<file path="src/rtl/gnn_node_scheduler.sv">
// gnn_node_scheduler: walks the enabled nodes of a 4-node graph in ascending order, issuing aggregate,
// shared-engine launch and combine pulses per node. Define GNN_SCHED_TIMEOUT_EN for the engine watchdog.
module gnn_node_scheduler (
   input  logic        clk,
   input  logic        rst_n,
   input  logic        start,
   input  logic [15:0] adj,
   input  logic [3:0]  node_en,
   input  logic        eng_done,
   output logic [1:0]  cur_node,
   output logic        agg_load,
   output logic [3:0]  agg_mask,
   output logic        eng_start,
   output logic        comb_load,
   output logic        busy,
   output logic        done,
   output logic [2:0]  node_cnt,
   output logic        err
);

   typedef enum logic [2:0] {
      S_IDLE = 3'd0,
      S_AGG  = 3'd1,
      S_EXEC = 3'd2,
      S_WAIT = 3'd3,
      S_COMB = 3'd4,
      S_DONE = 3'd5
`ifdef GNN_SCHED_TIMEOUT_EN
      , S_TOUT = 3'd6
`endif
   } state_t;

   state_t      state_q, state_d;
   logic [15:0] adj_q, adj_d;
   logic [3:0]  en_q, en_d;
   logic [1:0]  cur_node_q, cur_node_d;
   logic [2:0]  node_cnt_q, node_cnt_d;
   logic [3:0]  agg_mask_q, agg_mask_d;
   logic        agg_load_q, agg_load_d;
   logic        eng_start_q, eng_start_d;
   logic        comb_load_q, comb_load_d;
   logic        busy_q, busy_d;
   logic        done_q, done_d;
   logic [2:0]  first_sel_s;
   logic [2:0]  next_sel_s;

   // Lowest enabled node index >= from; bit 2 set means no such node.
   function automatic logic [2:0] find_node(input logic [3:0] en, input logic [2:0] from);
      logic [2:0] res;
      res = 3'b100;
      for (int i = 3; i >= 0; i--) begin
         res = (en[i] && (3'(i) >= from)) ? 3'(i) : res;
      end
      return res;
   endfunction

   function automatic logic [3:0] adj_row(input logic [15:0] a, input logic [1:0] n);
      logic [3:0] row;
      case (n)
         2'd0:    row = a[3:0];
         2'd1:    row = a[7:4];
         2'd2:    row = a[11:8];
         2'd3:    row = a[15:12];
         default: row = 4'h0;
      endcase
      return row;
   endfunction

   assign first_sel_s = find_node(node_en, 3'd0);
   assign next_sel_s  = find_node(en_q, {1'b0, cur_node_q} + 3'd1);

`ifdef GNN_SCHED_TIMEOUT_EN
   logic [7:0] tout_cnt_q, tout_cnt_d;
   logic       err_q, err_d;

   // Watchdog counts cycles spent in WAIT; restarts from zero on every entry.
   always_comb begin
      tout_cnt_d = 8'd0;
      err_d      = err_q;
      if (state_q == S_WAIT) begin
         tout_cnt_d = tout_cnt_q + 8'd1;
      end else begin
         tout_cnt_d = 8'd0;
      end
      if (state_q == S_IDLE && start) begin
         err_d = 1'b0;
      end else if (state_d == S_TOUT) begin
         err_d = 1'b1;
      end else begin
         err_d = err_q;
      end
   end

   // Watchdog state.
   always_ff @(posedge clk or negedge rst_n) begin
      if (!rst_n) begin
         tout_cnt_q <= 8'd0;
         err_q      <= 1'b0;
      end else begin
         tout_cnt_q <= tout_cnt_d;
         err_q      <= err_d;
      end
   end

   assign err = err_q;
`else
   assign err = 1'b0;
`endif

   // State register.
   always_ff @(posedge clk or negedge rst_n) begin
      if (!rst_n) begin
         state_q <= S_IDLE;
      end else begin
         state_q <= state_d;
      end
   end

   // Next-state logic.
   always_comb begin
      state_d = state_q;
      case (state_q)
         S_IDLE: begin
            if (start) begin
               state_d = first_sel_s[2] ? S_DONE : S_AGG;
            end else begin
               state_d = S_IDLE;
            end
         end
         S_AGG:  state_d = S_EXEC;
         S_EXEC: state_d = S_WAIT;
         S_WAIT: begin
            if (eng_done) begin
               state_d = S_COMB;
`ifdef GNN_SCHED_TIMEOUT_EN
            end else if (tout_cnt_q == 8'hFF) begin
               state_d = S_TOUT;
`endif
            end else begin
               state_d = S_WAIT;
            end
         end
         S_COMB: state_d = next_sel_s[2] ? S_DONE : S_AGG;
         S_DONE: state_d = S_IDLE;
`ifdef GNN_SCHED_TIMEOUT_EN
         S_TOUT: state_d = S_DONE;
`endif
         default: state_d = S_IDLE;
      endcase
   end

   // Pass context: graph snapshot, node pointer and completion count.
   always_comb begin
      adj_d      = adj_q;
      en_d       = en_q;
      cur_node_d = cur_node_q;
      node_cnt_d = node_cnt_q;
      if (state_q == S_IDLE && start) begin
         adj_d      = adj;
         en_d       = node_en;
         node_cnt_d = 3'd0;
         cur_node_d = first_sel_s[2] ? 2'd0 : first_sel_s[1:0];
      end else if (state_d == S_COMB) begin
         node_cnt_d = node_cnt_q + 3'd1;
      end else if (state_q == S_COMB && !next_sel_s[2]) begin
         cur_node_d = next_sel_s[1:0];
      end else begin
         cur_node_d = cur_node_q;
      end
   end

   // Outputs decoded from the upcoming state so each pulse is a flop aligned with its state.
   always_comb begin
      agg_load_d  = (state_d == S_AGG);
      eng_start_d = (state_d == S_EXEC);
      comb_load_d = (state_d == S_COMB);
      done_d      = (state_d == S_DONE);
      busy_d      = (state_d != S_IDLE);
      agg_mask_d  = adj_row(adj_d, cur_node_d);
   end

   // Context and output registers.
   always_ff @(posedge clk or negedge rst_n) begin
      if (!rst_n) begin
         adj_q       <= 16'h0000;
         en_q        <= 4'h0;
         cur_node_q  <= 2'd0;
         node_cnt_q  <= 3'd0;
         agg_mask_q  <= 4'h0;
         agg_load_q  <= 1'b0;
         eng_start_q <= 1'b0;
         comb_load_q <= 1'b0;
         busy_q      <= 1'b0;
         done_q      <= 1'b0;
      end else begin
         adj_q       <= adj_d;
         en_q        <= en_d;
         cur_node_q  <= cur_node_d;
         node_cnt_q  <= node_cnt_d;
         agg_mask_q  <= agg_mask_d;
         agg_load_q  <= agg_load_d;
         eng_start_q <= eng_start_d;
         comb_load_q <= comb_load_d;
         busy_q      <= busy_d;
         done_q      <= done_d;
      end
   end

   assign cur_node  = cur_node_q;
   assign node_cnt  = node_cnt_q;
   assign agg_mask  = agg_mask_q;
   assign agg_load  = agg_load_q;
   assign eng_start = eng_start_q;
   assign comb_load = comb_load_q;
   assign busy      = busy_q;
   assign done      = done_q;

endmodule

</file>
<file path="config.mk">
export PLATFORM = sky130hd
export DESIGN_NAME = gnn_node_scheduler
export DESIGN_NICKNAME = d
export VERILOG_FILES = /design/src/rtl/gnn_node_scheduler.sv
export SDC_FILE = /design/constraint.sdc
export NUM_CORES = 1
export LEC_CHECK = 0
export ABC_AREA = 1
export CAP_MARGIN = 5
export CORE_MARGIN = 2
export CORE_UTILIZATION = 36
export DETAILED_ROUTE_END_ITERATION = 12
export PLACE_DENSITY = 0.72
export SYNTH_ARGS = -nofsm -noshare
export SYNTH_HDL_FRONTEND = slang
export SYNTH_SLANG_ARGS = --single-unit
</file>
<file path="constraint.sdc">
create_clock -name clk -period 1.8 [get_ports clk]
set_input_delay 0.36 -clock clk [delete_from_list [all_inputs] [get_ports clk]]
set_output_delay 0.36 -clock clk [all_outputs]
set_load 0.01 [all_outputs]
</file>
==> impl_results.md <==
* Seq/Total Area, Yosys at 53.3%
* Pwr per Cell Area at 1580 mW/mm^2
* Crit path cell chain: clkdlybuf4s50_1
* Storage cell area at 901 sq um
* Detailed-route via count at 1324
* Total global routing overflow at 0
* Post-synth EDFFs at 0
* Syn. warnings at 0
* Cts bufs inserted at 5
* Layout fillers at 412
* Number of max-cap violations at 0
* Vias in the first global route at 1263
* CTS resizes at 0
* Post-layout util at 51.4%
* GRT Util Overall at 14.2%
* CTS root buf: clkbuf_8
* Synth Cell Area at 0.00169 sq mm
* Cell with the largest stage delay on the worst path: clkdlybuf4s50_1
* DRT iter0 DRCs at 128
* Leading cell type in the layout, fill and taps excluded: nand2_1
* Routed len/inst at 11.9 um
* Crit path time final at 1.59 ns
* Critical Path Max Stage Delay at 0.56 ns
* Row cnt at 24
* CP Launch Type: register
* Critical path endpoint category: primary output
* Most used routing layer: met2
* Area grow syn2layout at 35.1%
* Clock latency on the worst-skew pair at 0.28 ns
* Leak Pwr at 1.10 nW
* Synthesized flop and latch total at 36
* Via density at 4.61
* Status: completed
* Post-synth ARST share at 100%
* Final setup vio count at 0
* H-tree Lvls at 2
* Worst vdd ir at 0.725 mV
* Crit Path Class: reg -> out
* # port buffers at 37
* Buf/Inv on CP at 1
* Final Routed Wirelength at 3.41 mm
* Crit path max-delay family: buffers and inverters
* Max-slew violation count at 0
* Hold WC Path Type: reg -> reg
* Starting density of the core at 38.0%
* First-pass GRT wire length at 5.86 mm
* Post-route ant nets at 0
* Sink Count at 36
* Die Y at 72.5 um
* Pre-antenna DRT Iters at 4
* Post-Syn Area per Cell at 9.09 sq um
* CTS tree: built
* GRT met1 Usage at 19.4%
* Core box area at 0.00444 sq mm
* Worst EP required at 1.44 ns
* Layout cells sized above 1 at 17.9%
* Most frequent cells in the layout: nand2_1, clkdlybuf4s50_1, dfrtp_1, nor2_1, nand3_1
* Clock Skews at 0.00294 ns
* Fmax at 627 MHz
* GR Util met3 at 2.92%
* Initial antenna violation count at 0
* Top-level I/O count at 39
* Synthesized Nets at 211
* Hold Slack at 0.468 ns
* Post-place instance area at 0.00218 sq mm
* Largest fanout on the critical path at 4
* RSZ-0062 raised after global routing: no
* Final hold vios at 0
* Clock transition at the registers of the reported paths at 0.07 ns
* GPL Wtd Cong at 0.790
* TNS Setup at 0 ns
* Hold-fix buffers at CTS at 0
* Post-Synthesis Cells at 186
* Multi-input gate area at 678 sq um
* N_diodes at 0
* Die width at 72.5 um
* DRC Markers at 0
* Die ar. at 0.00526 sq mm
* Dpl hpwl at 2.59 mm
* Unique masters post-synth at 28
* Final worst path period share at 88.5%
* Crit path DAT at 1.23 ns
* Largest net degree at the start of global routing at 37
* Fin nets at 259
* Design Area, Final at 0.00228 sq mm
* Max clock buf depth at 2
* Design Power at 3.61 mW
* Post-CTS setup buffer count at 0
* GR met2 Demand/Resource at 22.1%
* Top FF cell, synth: dfrtp_1
[sequential cells by signal, summed over array words and instances, names as in the netlist]
signal / cells
adj_q: 16
agg_mask: 4
en_q: 3
node_cnt: 3
state_q: 3
cur_node: 2
agg_load: 1
busy: 1
comb_load: 1
done: 1
eng_start: 1
[kinds of logic after synthesis]
| family | Yosys count | synth area share [%] |
|---|---|---|
| AO/OA/AOI/OAI | 12 | 4.22 |
| flip-flops | 36 | 53.3 |
| buffers and inverters | 22 | 6.59 |
| AND/OR/NAND/NOR | 114 | 34.9 |
| other | 1 | 0.222 |
| adder cells (fa/ha/maj) | 1 | 0.740 |
[cells in the mapped netlist, types with 2 or more instances]
master,instances,area [sq um]
o21ai_2,2,17.5
nor2_1,13,48.8
nand2_4,4,45.0
inv_2,5,18.8
inv_1,10,37.5
or2_1,2,12.5
nand3_1,11,55.1
nand2_1,62,233
a21oi_1,2,10.0
o21ai_0,7,35.0
nor2_4,2,22.5
buf_6,2,22.5
nand2_2,5,31.3
buf_4,2,15.0
nand4_1,8,50.1
inv_4,2,12.5
dfrtp_1,36,901
[report_power, final]
group,internal (mW),switching [mW]
Clock,0.411,0.278
Sequential,1.17,0.161
Combinational,0.688,0.911
Total,2.26,1.35
[final cells by class]
type / count / area share, %
clock buffers: 6 / 3.18
clock inverters: 2 / 1.53
inverters: 17 / 3.01
multi-input cells: 128 / 29.7
flip-flops and latches: 36 / 39.5
well taps: 52 / 2.85
repair buffers: 46 / 20.3
[final timing paths]
path                              from          end  slack (ns)  cells past startpoint
max                        cur_node[1]  cur_node[1]        0.21                      1
min reg2reg                node_cnt[2]  node_cnt[2]        0.47                      1
min in group asynchronous        rst_n    comb_load        0.48                      2
max in group asynchronous        rst_n     adj_q[5]        0.99                      2
max reg2reg                 state_q[1]  agg_mask[1]        0.27                     10
min                        node_cnt[2]  node_cnt[2]        0.47                      1
[per-layer routing]
layer	vias to the layer above	routed length, um	part of all wire, %
li1	681	-	-
met1	607	1680	49
met2	31	1520	45
met3	5	157	4.6
met4	0	57	1.7
met5	-	0	0
[metrics by stage]
step                cells  worst slack, ns
floorplan             186            0.448
global placement      279          -0.0146
detailed placement    279          -0.0559
CTS                   287            0.202
global route          287            0.135
finish                287            0.206
No activity file was read; power rests on OpenSTA's default activity.
